### src/rtl/disp_fetch_ctrl.sv
// AXI4 read master fetching one display frame from VRAM per AXISTART edge.
// Optional RRESP error flag enabled by defining DISP_FETCH_RRESP_CHECK_EN.
`timescale 1ns/1ps

module disp_fetch_ctrl #(
    parameter int         H_PIXELS    = 1024,
    parameter int         V_LINES     = 768,
    parameter int         BYTES_PP    = 2,
    parameter int         BUS_BYTES   = 8,
    parameter int         BURST_BYTES = 64,
    parameter logic [3:0] ADDR_HI     = 4'h1
) (
    input  logic        ACLK,
    input  logic        ARST,
    output logic [31:0] ARADDR,
    output logic [7:0]  ARLEN,
    output logic [2:0]  ARSIZE,
    output logic [1:0]  ARBURST,
    output logic        ARVALID,
    input  logic        ARREADY,
    input  logic        RVALID,
    input  logic        RLAST,
    output logic        RREADY,
`ifdef DISP_FETCH_RRESP_CHECK_EN
    input  logic [1:0]  RRESP,
    output logic        RDERR,
`endif
    input  logic        AXISTART,
    input  logic        DISPON,
    input  logic [27:0] DISPADDR,
    input  logic [15:0] DISPSTRIDE,
    input  logic        FIFOREADY,
    output logic        BUSY,
    output logic        FRAMEDONE
);

    localparam logic [1:0]  S_IDLE = 2'd0;
    localparam logic [1:0]  S_ADDR = 2'd1;
    localparam logic [1:0]  S_DATA = 2'd2;
    localparam logic [1:0]  S_WAIT = 2'd3;

    localparam logic [27:0] LINE_BYTES = 28'(H_PIXELS * BYTES_PP);
    localparam logic [27:0] BURST_STEP = 28'(BURST_BYTES);
    localparam logic [15:0] LAST_LINE  = 16'(V_LINES - 1);

    logic [1:0]  state_r, state_nxt_s;
    logic [27:0] line_base_r, line_base_nxt_s;
    logic [27:0] col_off_r, col_off_nxt_s;
    logic [15:0] stride_r, stride_nxt_s;
    logic [15:0] line_cnt_r, line_cnt_nxt_s;
    logic [31:0] araddr_r;
    logic        arvalid_r, rready_r, busy_r, framedone_r, done_nxt_s;
    logic        sync1_r, sync2_r, sync3_r;
    logic        start_s, burst_end_s;
    logic [27:0] col_next_s;

    assign ARLEN     = 8'(BURST_BYTES / BUS_BYTES - 1);
    assign ARSIZE    = 3'($clog2(BUS_BYTES));
    assign ARBURST   = 2'b01;
    assign ARADDR    = araddr_r;
    assign ARVALID   = arvalid_r;
    assign RREADY    = rready_r;
    assign BUSY      = busy_r;
    assign FRAMEDONE = framedone_r;

    assign start_s     = sync2_r & ~sync3_r & DISPON & (state_r == S_IDLE);
    assign burst_end_s = RVALID & RLAST & rready_r;
    assign col_next_s  = col_off_r + BURST_STEP;

    // AXISTART synchroniser and edge-detect stage
    always_ff @(posedge ACLK or posedge ARST) begin
        if (ARST) begin
            sync1_r <= 1'b0;
            sync2_r <= 1'b0;
            sync3_r <= 1'b0;
        end else begin
            sync1_r <= AXISTART;
            sync2_r <= sync1_r;
            sync3_r <= sync2_r;
        end
    end

    // Next-state and fetch-pointer computation
    always_comb begin
        state_nxt_s     = state_r;
        line_base_nxt_s = line_base_r;
        col_off_nxt_s   = col_off_r;
        stride_nxt_s    = stride_r;
        line_cnt_nxt_s  = line_cnt_r;
        done_nxt_s      = 1'b0;
        case (state_r)
            S_IDLE: begin
                if (start_s) begin
                    line_base_nxt_s = DISPADDR;
                    stride_nxt_s    = DISPSTRIDE;
                    col_off_nxt_s   = 28'd0;
                    line_cnt_nxt_s  = 16'd0;
                    state_nxt_s     = S_ADDR;
                end else begin
                    state_nxt_s = S_IDLE;
                end
            end
            S_ADDR: begin
                if (ARREADY) begin
                    state_nxt_s = S_DATA;
                end else begin
                    state_nxt_s = S_ADDR;
                end
            end
            S_DATA: begin
                if (burst_end_s) begin
                    if (col_next_s == LINE_BYTES) begin
                        col_off_nxt_s   = 28'd0;
                        line_base_nxt_s = line_base_r + {12'd0, stride_r};
                        line_cnt_nxt_s  = line_cnt_r + 16'd1;
                    end else begin
                        col_off_nxt_s = col_next_s;
                    end
                    // A completed frame wins over an abort on the same RLAST
                    if ((col_next_s == LINE_BYTES) && (line_cnt_r == LAST_LINE)) begin
                        state_nxt_s = S_IDLE;
                        done_nxt_s  = 1'b1;
                    end else if (!DISPON) begin
                        state_nxt_s = S_IDLE;
                    end else if (!FIFOREADY) begin
                        state_nxt_s = S_WAIT;
                    end else begin
                        state_nxt_s = S_ADDR;
                    end
                end else begin
                    state_nxt_s = S_DATA;
                end
            end
            S_WAIT: begin
                if (!DISPON) begin
                    state_nxt_s = S_IDLE;
                end else if (FIFOREADY) begin
                    state_nxt_s = S_ADDR;
                end else begin
                    state_nxt_s = S_WAIT;
                end
            end
            default: begin
                state_nxt_s = S_IDLE;
            end
        endcase
    end

    // State, pointers and registered AXI/status outputs
    always_ff @(posedge ACLK or posedge ARST) begin
        if (ARST) begin
            state_r     <= S_IDLE;
            line_base_r <= 28'd0;
            col_off_r   <= 28'd0;
            stride_r    <= 16'd0;
            line_cnt_r  <= 16'd0;
            araddr_r    <= 32'd0;
            arvalid_r   <= 1'b0;
            rready_r    <= 1'b0;
            busy_r      <= 1'b0;
            framedone_r <= 1'b0;
        end else begin
            state_r     <= state_nxt_s;
            line_base_r <= line_base_nxt_s;
            col_off_r   <= col_off_nxt_s;
            stride_r    <= stride_nxt_s;
            line_cnt_r  <= line_cnt_nxt_s;
            araddr_r    <= {ADDR_HI, line_base_nxt_s + col_off_nxt_s};
            arvalid_r   <= (state_nxt_s == S_ADDR);
            rready_r    <= (state_nxt_s == S_DATA);
            busy_r      <= (state_nxt_s != S_IDLE);
            framedone_r <= done_nxt_s;
        end
    end

`ifdef DISP_FETCH_RRESP_CHECK_EN
    logic rderr_r;

    assign RDERR = rderr_r;

    // Sticky error flag for SLVERR/DECERR beats, cleared on frame start
    always_ff @(posedge ACLK or posedge ARST) begin
        if (ARST) begin
            rderr_r <= 1'b0;
        end else if (start_s) begin
            rderr_r <= 1'b0;
        end else if (RVALID && rready_r && (RRESP inside {2'b10, 2'b11})) begin
            rderr_r <= 1'b1;
        end else begin
            rderr_r <= rderr_r;
        end
    end
`endif

endmodule

### config.mk
export PLATFORM = sky130hd
export DESIGN_NAME = disp_fetch_ctrl
export DESIGN_NICKNAME = d
export VERILOG_FILES = /design/src/rtl/disp_fetch_ctrl.sv
export SDC_FILE = /design/constraint.sdc
export NUM_CORES = 1
export LEC_CHECK = 0
export ABC_CLOCK_PERIOD_IN_PS = 10400
export BUFFER_PORTS_ARGS = -buffer_cell sky130_fd_sc_hd__buf_2
export CORE_MARGIN = 3
export CORE_UTILIZATION = 60
export CTS_CLUSTER_SIZE = 20
export DETAILED_ROUTE_END_ITERATION = 10
export PLACE_DENSITY_LB_ADDON = 0.25
export SETUP_SLACK_MARGIN = 0.15
export SLEW_MARGIN = 5
export SYNTH_ARGS = -nofsm -noshare
export SYNTH_HDL_FRONTEND = slang
export SYNTH_SLANG_ARGS = --single-unit
### constraint.sdc
create_clock -name ACLK -period 10.4 [get_ports ACLK]
set_input_delay 2.6 -clock ACLK [delete_from_list [all_inputs] [get_ports ACLK]]
set_output_delay 2.6 -clock ACLK [all_outputs]
set_load 0.05 [all_outputs]
==> flow_summary.json <==
{
  "status": "completed",
  "route.detailed.drc": 0,
  "synth_area_sq_mm": 0.00792,
  "cts_buffers": 17,
  "cp-endpoint": "ARADDR[26]",
  "cts_tree": "done",
  "grt_overflow_total": 0,
  "clock_sinks": 126,
  "synth_cell_types": 77,
  "synth-seq-cells": 126,
  "setup_violations": 0,
  "synthTopCellsByArea": "dfrtp_1 40%, ha_1 7.3%, nand2_1 4.8%",
  "min_period_over_period": 0.664,
  "yosys.area.top_type": "dfrtp_1",
  "hpwlAfterDp_mm": 14.0,
  "grt_pass1_vias": 6758,
  "finish.utilization": 0.707,
  "hold_buffers": 0,
  "final_hold_viol_count": 0,
  "maxCapViolCount": 0,
  "required_ns": 10.71,
  "crit_start": "RVALID",
  "holdCritPathClass": "reg -> reg",
  "rsz0062_at_grt": "no",
  "yosysWarnings": 0,
  "postSynthAreaPerCell_sq_um": 8.95,
  "die_w_um": 121,
  "coreArea_sq_mm": 0.0128,
  "portBuffers": 84,
  "grt_max_degree": 74,
  "worstSkewPairLatency_ns": 0.42,
  "regToRegSetupSlack_ns": 3.90,
  "firstDrtPassIters": 8,
  "rows": 41,
  "start_util": 0.620,
  "area_growth_pct": 14.0,
  "fin_tns_setup_ns": 0,
  "p_per_area_mw_per_mm2": 306,
  "ir_worst_vdd_v": 0.000201,
  "synthCells": 885,
  "clk_pin_slew_ns": 0.06,
  "globalplace.congestion": 0.886,
  "clockRootBuffer": "clkbuf_16",
  "fp.dieArea_sq_mm": 0.0146,
  "async_reset_ff_frac": 1.00,
  "grt_first_pass_wirelength_mm": 32.7,
  "wl_per_cell_um": 17.4,
  "antenna_cells": 0,
  "num_vias": 6913,
  "fmax_mhz": 145,
  "relSlewSlack": 0.257,
  "routed_wl_mm": 19.9,
  "finClkSkew_ns": 0.00845,
  "drt.antenna.violating_nets": 0,
  "track_usage": 0.282,
  "worstMarginPinSlew_ns": 1.10,
  "critPathMaxStageDelay_ns": 0.76,
  "power.leakage_nw": 4.19,
  "drive_gt1_frac": 0.147,
  "worst_r2r_path_depth": 22,
  "yosysSeqAreaShare": 0.398,
  "cp_slowest_cell": "or3_1",
  "maxSlewViolCount": 0,
  "htree_levels": 4,
  "nets": 1061,
  "first_iter_violations": 745,
  "cts_setup_buffers": 0,
  "clock_path_buffers": 2,
  "antenna_found_initial": 0,
  "synth_top_area_frac": 0.398,
  "ys.flop_type": "dfrtp_1",
  "path_cells": "buf_2 > nand3_1 > or3_1 > nor2_2 > a222oi_1 > inv_1 > ha_1 > inv_1 > fa_1 > nor2b_1 > o21ai_0 > a21boi_0 > o21ai_0 > a31oi_1 > a21oi_1 > o211ai_1 > a41o_1 > a21oi_1 > xnor2_1",
  "reg2reg_to": "ARADDR[26]",
  "cp-end-kind": "flop",
  "startpoint_type": "input port",
  "worst-path-max-fanout": 14,
  "worstReg2RegStart": "col_off_r[9]",
  "dieHeight_um": 121,
  "io-pin-count": 101,
  "crit_type": "in -> reg",
  "fin_crit_ns": 6.91,
  "synth_edf_count": 0,
  "cts_resized": 0,
  "crit_arrival_ns": 7.21,
  "viasPerCell": 6.03
}
-- how the worst min path moves through the flow --
stage,start,slack (ns),to,depth (start not counted)
floorplan,sync1_r,0.33,sync2_r,0
global placement,sync1_r,0.34,sync2_r,0
detailed placement,sync1_r,0.34,sync2_r,0
CTS,sync1_r,0.35,sync2_r,0
global route,sync1_r,0.37,sync2_r,0
finish,sync1_r,0.35,sync2_r,0
-- critical path: cells and delay by family --
family,cells,cell delay (ns)
AOI/OAI and AO/OA,9,1.90
xor gates and xnor gates,1,0.13
adders and majority gates,2,0.61
buffers and inverters,3,0.27
and+or+nand+nor,4,1.68
-- power breakdown --
part | leakage (nW) | switching [mW] | total [mW] | internal (mW)
clock network | 0.312 | 0.211 | 0.644 | 0.433
registers | 1.60 | 0.107 | 0.752 | 0.644
logic | 2.27 | 0.909 | 1.37 | 0.461
-- synth_stat cells (3+ instances only) --
cell / count
dfrtp_1: 126
buf_4: 23
clkbuf_1: 20
or3_1: 5
a22oi_1: 7
o41ai_1: 3
a21boi_0: 4
a31oi_1: 7
and3_4: 3
nand4_1: 13
nor2_1: 67
and4_1: 4
o211ai_1: 5
buf_2: 5
nand2_1: 102
a21oi_1: 57
a21o_1: 11
nor3_1: 23
xor2_1: 12
a211oi_1: 8
o22ai_1: 10
nor4_1: 7
o21bai_1: 6
nand2b_1: 13
nand3_1: 28
and3_1: 14
inv_1: 34
a222oi_1: 8
nand3b_1: 3
o31ai_1: 11
and2_1: 13
xnor2_1: 42
or2_2: 3
nor2b_1: 9
o21ai_0: 70
o21a_1: 6
ha_1: 46
mux2i_1: 6
-- stage by stage --
| step | hold WS [ns] | instance area [sq um] | power [mW] | setup slack, ns | cells |
|---|---|---|---|---|---|
| floorplan | 0.331 | 7980 | 1.77 | 4.10 | 900 |
| global placement | 0.341 | 8390 | 2.08 | 3.26 | 1114 |
| global route | 0.374 | 9030 | 2.95 | 3.16 | 1146 |
| CTS | 0.352 | 9030 | 2.75 | 3.56 | 1146 |
| detailed placement | 0.341 | 8390 | 2.09 | 3.15 | 1114 |
| finish | 0.350 | 9030 | 2.77 | 3.49 | 1146 |
-- kinds of logic after synthesis --
family | Yosys count | share of synthesized area
AND/OR/NAND/NOR | 325 | 0.207
AO/OA/AOI/OAI | 240 | 0.197
flip-flops | 126 | 0.398
buffers and inverters | 83 | 0.0512
XOR/XNOR | 54 | 0.0597
adder cells (fa/ha/maj) | 48 | 0.0777
multiplexers | 7 | 0.00901
other | 2 | 0.000948
-- per-layer routing --
metal  vias up  GRT usage  wire, um
met3        32     0.0634      1570
met4         0     0.0970       327
met2       279      0.436      9140
li1       3321          -         -
met1      3281      0.394      8890
met5         -          0         0
-- state kept, by name, summed over array words and instances (netlist names) --
name,cells
ARADDR,29
ARVALID,1
BUSY,1
FRAMEDONE,1
RREADY,1
col_off_r,28
line_base_r,28
line_cnt_r,16
state_r,2
stride_r,16
sync1_r,1
sync2_r,1
sync3_r,1
-- layout by cell type (no fill, tap or decap), drive strengths merged, types with 4 or more instances in the layout --
cell	instances
a211oi	9
xnor2	42
o22ai	10
inv	34
a21boi	4
nor2b	9
ha	46
buf	91
nand2b	13
nand4	13
mux2i	6
bufinv	4
and4	5
o21ai	72
xor2	12
nor4	8
clkbuf	27
o21a	6
o211ai	5
a22oi	7
nand3	29
a222oi	8
dfrtp	126
a21oi	58
nand2	104
nor3	24
and2	13
conb	17
and3	17
o21bai	6
or3	5
a21o	11
nor2	68
a31oi	7
o31ai	11
-- cell type report --
type	count	area, sq um
clock buffers	27	513
clock inverters	5	125
fillers	982	3740
inverters	34	130
multi-input cells	691	4420
flip-flops and latches	126	3150
well taps	172	215
repair buffers	91	473
No activity file was read; power rests on OpenSTA's default activity.
